[src/rtl/sum_stream_src.sv]
// Stimulus-side initiator for the add-stream protocol: streams a programmable
// operand list, waits for the adder's done, and compares its sum to a local one.
module sum_stream_src #(
  parameter int W       = 8,
  parameter int DEPTH   = 8,
  parameter int TIMEOUT = 64,
  parameter int AW      = $clog2(DEPTH)
) (
  input  logic          ck,
  input  logic          reset,
  input  logic          wr_en,
  input  logic [AW-1:0] wr_addr,
  input  logic [W-1:0]  wr_data,
  input  logic          start,
  output logic [W-1:0]  valueOut,
  output logic          go_l,
  input  logic          done,
  input  logic [W-1:0]  sumIn,
  output logic          busy,
  output logic [W-1:0]  expSum,
  output logic          resultValid,
  output logic          match,
  output logic          timeout
);

  // state | meaning
  // IDLE  | list writable, waiting for start
  // SEND  | driving list[idx] on valueOut
  // TERM  | forced zero terminator after a full list
  // WAIT  | waiting for done, wait counter running
  typedef enum logic [1:0] {IDLE, SEND, TERM, WAIT} state_t;

  localparam int CW = $clog2(TIMEOUT + 1);

  state_t        state, state_nxt;
  logic [AW-1:0] idx, idx_nxt, idx_inc;
  logic [CW-1:0] wcnt, wcnt_nxt;
  logic [W-1:0]  list [DEPTH];
  logic [W-1:0]  value_nxt, exp_nxt;
  logic          go_nxt, busy_nxt, rv_nxt, match_nxt, to_nxt;

  assign idx_inc = idx + 1'b1;

  always_comb begin
    state_nxt = state;
    idx_nxt   = idx;
    wcnt_nxt  = wcnt;
    value_nxt = 8'(0) == 0 ? '0 : '0;
    exp_nxt   = expSum;
    go_nxt    = 1'b1;
    busy_nxt  = busy;
    rv_nxt    = 1'b0;
    match_nxt = match;
    to_nxt    = timeout;
    case (state)
      IDLE: begin
        busy_nxt = 1'b0;
        if (start) begin
          state_nxt = SEND;
          idx_nxt   = '0;
          value_nxt = list[0];
          go_nxt    = 1'b0;
          busy_nxt  = 1'b1;
          exp_nxt   = list[0];
          match_nxt = 1'b0;
          to_nxt    = 1'b0;
        end
      end
      SEND: begin
        if (list[idx] == '0) begin
          state_nxt = WAIT;
          wcnt_nxt  = CW'(TIMEOUT - 1);
        end else if (idx == AW'(DEPTH - 1)) begin
          state_nxt = TERM;
        end else begin
          idx_nxt   = idx_inc;
          value_nxt = list[idx_inc];
          exp_nxt   = expSum + list[idx_inc];
        end
      end
      TERM: begin
        state_nxt = WAIT;
        wcnt_nxt  = CW'(TIMEOUT - 1);
      end
      WAIT: begin
        // done takes priority over an expiring wait count
        if (done) begin
          state_nxt = IDLE;
          busy_nxt  = 1'b0;
          rv_nxt    = 1'b1;
          match_nxt = (sumIn == expSum);
        end else if (wcnt == '0) begin
          state_nxt = IDLE;
          busy_nxt  = 1'b0;
          rv_nxt    = 1'b1;
          match_nxt = 1'b0;
          to_nxt    = 1'b1;
        end else begin
          wcnt_nxt = wcnt - 1'b1;
        end
      end
      default: state_nxt = IDLE;
    endcase
  end

  always_ff @(posedge ck or posedge reset) begin
    if (reset) begin
      state       <= IDLE;
      idx         <= '0;
      wcnt        <= '0;
      valueOut    <= '0;
      go_l        <= 1'b1;
      busy        <= 1'b0;
      expSum      <= '0;
      resultValid <= 1'b0;
      match       <= 1'b0;
      timeout     <= 1'b0;
      for (int i = 0; i < DEPTH; i++) list[i] <= '0;
    end else begin
      state       <= state_nxt;
      idx         <= idx_nxt;
      wcnt        <= wcnt_nxt;
      valueOut    <= value_nxt;
      go_l        <= go_nxt;
      busy        <= busy_nxt;
      expSum      <= exp_nxt;
      resultValid <= rv_nxt;
      match       <= match_nxt;
      timeout     <= to_nxt;
      if (state == IDLE && wr_en) list[wr_addr] <= wr_data;
    end
  end

endmodule

[config.mk]
export PLATFORM = sky130hd
export DESIGN_NAME = sum_stream_src
export DESIGN_NICKNAME = d
export VERILOG_FILES = /design/src/rtl/sum_stream_src.sv
export SDC_FILE = /design/constraint.sdc
export NUM_CORES = 1
export LEC_CHECK = 0
export ABC_CLOCK_PERIOD_IN_PS = 3550
export BUFFER_PORTS_ARGS = -buffer_cell sky130_fd_sc_hd__buf_4
export CAP_MARGIN = 25
export CORE_UTILIZATION = 50
export CTS_CLUSTER_SIZE = 25
export DETAILED_ROUTE_END_ITERATION = 16
export GPL_TIMING_DRIVEN = 0
export HOLD_SLACK_MARGIN = 0.12
export PLACE_DENSITY = 0.71
export SYNTH_ARGS = -nofsm -noshare
export SYNTH_HDL_FRONTEND = slang
export SYNTH_SLANG_ARGS = --single-unit
export TNS_END_PERCENT = 50
[constraint.sdc]
create_clock -name ck -period 3.55 [get_ports ck]
set_input_delay 0.1775 -clock ck [delete_from_list [all_inputs] [get_ports ck]]
set_output_delay 0.1775 -clock ck [all_outputs]
set_load 0.02 [all_outputs]
; ---- After elaboration in Yosys (flattened, before gate mapping)
; Cells that the tools add are included.
[totals]
regBits = 97
out_inout_bits = 21
[classes]
reduce_logical = 14
mux = 46
magnitude_cmp = 4
bitwise = 3
n_eq_ne = 14
add_sub_neg = 3
[op_table]
columns = operator, n
row1 = 8-bit two-way mux, 11
row2 = 64-bit bitwise mux, 1
row3 = 8-bit binary-select mux with 3-bit select, 2
row4 = 8-bit case mux with 2 select lines, 2
row5 = 8-bit demux with 3-bit select, 1
row6 = 7-bit two-way mux, 3
row7 = 7-bit case mux with 3 select lines, 1
row8 = "2-bit inequality test, second input constant", 7
row9 = "4-bit greater-or-equal comparator, second input constant", 3
row10 = 1-bit two-way mux, 12
row11 = 3-bit inverter with 4-bit output, 3
row12 = 4-bit AND reduction, 3
row13 = 2-bit two-way mux, 5
row14 = 3-bit two-way mux, 3
row15 = 8-bit adder, 1
row16 = 8-bit equality test, 1
row17 = 8-bit logical NOT, 1
row18 = 2-bit case mux with 4 select lines, 1
row19 = 7-bit logical NOT, 1
row20 = "7-bit by 1-bit subtractor with 7-bit output, second input constant", 1
row21 = "3-bit inequality test, second input constant", 2
row22 = 1-bit case mux with 2 select lines, 3
row23 = 3-bit case mux with 2 select lines, 1
row24 = 3-bit AND reduction, 2
row25 = other kinds (10), 13

; ---- Logic depth before layout (Yosys ltp)
[depth]
ltp_word = 9
ltp_mapped = 14
ltp_nobuf = 12

; ---- Least setup slack after synthesis
; Ideal clock, no wire load.
[synth_timing]
kind = flip-flop to flip-flop
start = register idx[1]
end = register expSum[7]
t_arrival_ns = 3.768
setup_slack_ns = -0.344
synth_period_minus_slack_ns = 3.894
path_buffers = 2
path_stages_with_launch = 13
setup_time_ns = 0.126
cell_sequence = dfrtp_1 > ha_1 > clkbuf_1 > buf_1 > mux4_2 > mux2_2 > ha_1 > nand3_1 > o2111a_1 > or4_4 > a211oi_2 > mux2i_1 > a311o_1
[synth_between]
elab_chain_len = 9
elab_cells_between_ends = 18
classes_between = add/sub: 2 / eq/ne: 3 / mux: 9 / bitwise: 2 / reduce/logical: 2
[synth_rtl]
columns = item, line_no
row1 = from (decl), 36  ; logic [AW-1:0] idx, idx_nxt, idx_inc;
row2 = from (signal assigned), 121  ; idx <= idx_nxt;
row3 = 3-bit by 1-bit adder with 3-bit output, 42  ; assign idx_inc = idx + 1'b1;
row4 = 3-bit inverter with 4-bit output (not written as such), 78  ; exp_nxt = expSum + list[idx_inc];
row5 = 8-bit binary-select mux with 3-bit select, 78
row6 = 8-bit two-way mux (not written as such) (2 in a row), 78
row7 = 8-bit adder, 78
row8 = 8-bit two-way mux, 73  ; end else if (idx == AW'(DEPTH - 1)) begin
row9 = 8-bit two-way mux, 70  ; if (list[idx] == '0) begin
row10 = 8-bit case mux with 2 select lines, 55  ; case (state)
row11 = to (signal assigned), 126  ; expSum <= exp_nxt;
row12 = to (decl), 20  ; output logic [W-1:0] expSum,
; Several ways; a longest one is shown, not always the timed one. The select of a mux whose other input is x is not followed.
; A chain may end at the register's enable or synchronous reset.

; ---- Final worst setup path
[layout_timing]
start = register idx[0]
end = register expSum[7]
; Same word-level chain as after synthesis.

==> results_dict.tcl <==
set metrics [dict create \
    clock-root-buffer "clkbuf_8" \
    critPathArrivalTime_ns 3.74 \
    fin_skew_ns 0.0171 \
    core_area_um2 9820 \
    vias_per_cell 5.77 \
    grt_max_degree 70 \
    slew-limit-headroom_pct 46.9 \
    num_io_pins 45 \
    rsz0062_at_grt "true" \
    clkLatencyLatePin_ns 0.38 \
    syn_to_final_growth_pct 18.9 \
    leakagePower_uw 0.00266 \
    worstMarginPinSlew_ns 0.793 \
    cpPeakStageDelay_ns 0.54 \
    hp-class "in2reg" \
    drv_slew 0 \
    min_from "sumIn[5]" \
    grt_pass1_wl_um 18100 \
    post-route-util_pct 61.7 \
    p_sw_share_pct 39.8 \
    post_drt_wl_per_cell_um 18.0 \
    avgSynthCellArea_um2 12.4 \
    antenna_found_initial 0 \
    nNetsFinal 519 \
    dr.pass1.iters 4 \
    synth_edf_count 0 \
    postSynthCellCount 410 \
    post_dp_cell_area_um2 5640 \
    p_per_area_nw_per_um2 967 \
    r2r-start "idx[0]" \
    synth_ff_type "dfrtp_1" \
    intPower_uw 3520 \
    synth_area_um2 5100 \
    wirelength_um 11100 \
    synthArstFlopShare_pct 100 \
    grt.overflow.total 0 \
    worstPathRequired_ns 3.81 \
    n_antenna_cell 0 \
    max_freq_mhz 288 \
    start_kind "flop" \
    hold_path_depth 4 \
    yosysUniqueCellTypes 54 \
    drtIter0Drc 214 \
    cts-htree-levels 3 \
    die_y_um 103 \
    grt_pass1_vias 3686 \
    hold_end "match" \
    drv_cap 0 \
    comb_power_share_pct 52.2 \
    ff2ff_setup_slack_ns 0.07 \
    gp_congestion 0.910 \
    drtAntennaViolNets 0 \
    cts.path.max_buffers 2 \
    grt_util_all_layers_pct 23.0 \
    cp_max_fo 5 \
    clkPwrFrac_pct 12.4 \
    cts-buffers-inserted 9 \
    crit_chain "ha_4 -> mux4_2 -> mux2_4 -> ha_4 -> nand3_2 -> o2111a_1 -> or4_4 -> a211oi_2 -> mux2i_1 -> a311o_1" \
    finalSetupViolCount 0 \
    die_width_um 103 \
    synth-seq-area-share_pct 47.7 \
    yosys_warnings 0 \
    status "finished, final reports clean" \
    drc 0 \
    fin_area_um2 6060 \
    seqPwrFrac_pct 35.4 \
    r2r_end "expSum[7]" \
    end_kind "flop" \
    p_switching_uw 2330 \
    port_buffers 44 \
    whs_ns 0.151 \
    vdd_drop_max_mv 0.382 \
    dieArea_um2 10600 \
    drive_gt1_share_pct 37.3 \
    fin_crit_sh_pct 98.0 \
    final_hold_viol_count 0 \
    num_vias 3563 \
    cts_sinks 97 \
    row_count 36 \
    hpwl_um 8240 \
    cts_tree "built" \
    cpMostUsedCell "ha_4" \
    reg2reg_depth 10 \
    slowest_stage "mux4_2" \
    fin_crit_ns 3.48 \
    clk_pin_slew_ns 0.10 \
    crit_type "reg2reg" \
    initial_core_util_pct 51.9 \
    ys_seq_elements 97 \
    syn_nets 449 \
]
## power groups by stage
stage          clock (uW)  combinational [uW]  sequential, uW
2_1_floorplan           0                2030            2030
3_3_place_gp            0                2690            2040
3_5_place_dp            0                2770            2080
4_1_cts               743                3040            2060
5_1_grt               788                3350            2130
6_report              727                3060            2070
## area by class of cell
type | count | area (um^2)
Buffer | 9 | 65.1
Tap cell | 133 | 166
Fill cell | 810 | 3760
Timing Repair Buffer | 62 | 510
Sequential cell | 97 | 2430
Clock inverter | 7 | 81.3
Inverter | 16 | 62.6
Clock buffer | 9 | 124
Multi-Input combinational cell | 285 | 2620
## per-stage QoR
stage | setup WS (ns) | total power [uW] | std cells | TNS [ns]
finish | 0.0719 | 5850 | 618 | 0
global route | -0.0339 | 6270 | 618 | -0.0339
CTS | -0.0258 | 5840 | 618 | -0.0258
detailed placement | -0.292 | 4850 | 588 | -0.300
global placement | -0.269 | 4730 | 587 | -20.88
floorplan | 0.00932 | 4060 | 410 | 0
## worst max path at each step
stage	from	slack (ns)	cells after the start	to
6_report	idx[0]	0.07	10	expSum[7]
5_1_grt	idx[0]	-0.03	10	expSum[7]
4_1_cts	idx[0]	-0.03	11	expSum[7]
3_5_place_dp	idx[1]	-0.29	11	expSum[7]
3_3_place_gp	idx[1]	-0.27	12	expSum[7]
2_1_floorplan	idx[1]	0.009	11	expSum[7]
## per-layer routing
layer  track usage (%)  routed length, um
met2              39.0               5480
met4              9.32                224
met1              30.2               5060
met5                 0                  0
met3              2.51                345
## sequential cells by signal, indices dropped and copies added, names as in the netlist
signal and count:
list 64, expSum 8, valueOut 8, wcnt 7, idx 3, state 2, busy 1, go_l 1
match 1, resultValid 1, timeout 1
## synth_stat cells (all sizes together), types with 2 or more instances
library cell  number  area share, %
a211oi             2           0.39
a21o               2           0.29
a21oi             13            1.3
a22o               8            1.4
a31oi              4           0.49
a32oi              2           0.34
and4               2           0.34
buf                4           0.47
clkbuf             8           0.59
dfrtp             96             47
ha                14            3.4
inv               15            1.1
mux2              82             18
mux2i              5           0.98
mux4              16            7.2
nand2             12           0.88
nand2b             3           0.37
nand3             13            1.3
nand4              2           0.25
nor2              28            2.1
nor2b              5           0.61
nor3               7           0.69
nor4               9            1.1
nor4b              3           0.52
o21a               4           0.59
o21ai             11            1.2
o22a               3           0.52
o31ai              3           0.44
or2                2           0.25
or3                4           0.49
or4                2           0.37
xnor2              7            1.2
xor2               4           0.69
## cells by family after synthesis
kind of cell             count (synthesis)  share of synthesized area (%)
multiplexers                           103                           26.3
AND/OR/NAND/NOR                         96                           9.82
AO/OA/AOI/OAI                           60                           8.25
flip-flops                              97                           47.7
buffers and inverters                   28                           2.23
XOR/XNOR                                11                           1.89
adder cells (fa/ha/maj)                 15                           3.83
## repair_timing
item                                   CTS  global route
cloned                                   0             0
setup endpoints to repair                2             1
hold buffers                            10             0
resized for setup                       12             2
setup buffers                            6             0
pin swaps                                5             3
endpoints found under the hold margin   94             0
## placed cells by master (no fill, tap or decap), types with 3 or more instances in the layout
cell type and instances:
dfrtp_1 94, mux2_2 80, buf_4 50, nor2_1 28, inv_1 14, mux4_2 14
a21oi_1 13, nand3_1 12, nand2_1 12, o21ai_0 10, ha_1 10, dlygate4sd3_1 10
nor4_1 9, clkbuf_8 9, a22o_1 8, nor3_1 7, xnor2_1 7, clkbuf_1 6
mux2i_1 5, nor2b_1 5, or3_1 4, a31oi_1 4, xor2_1 4, o21a_1 4
ha_4 4, nand2b_1 3, nor4b_1 3, o31ai_1 3, o22a_1 3
## worst max-delay path, delay by kind of cell, from the launching register on
kind            cells  cell delay, ns
mux                 3            0.96
compound gates      3            0.76
fa+ha+maj           2            0.61
simple gates        2            0.59
flops               1            0.46
(Power assumes the default switching activity.)
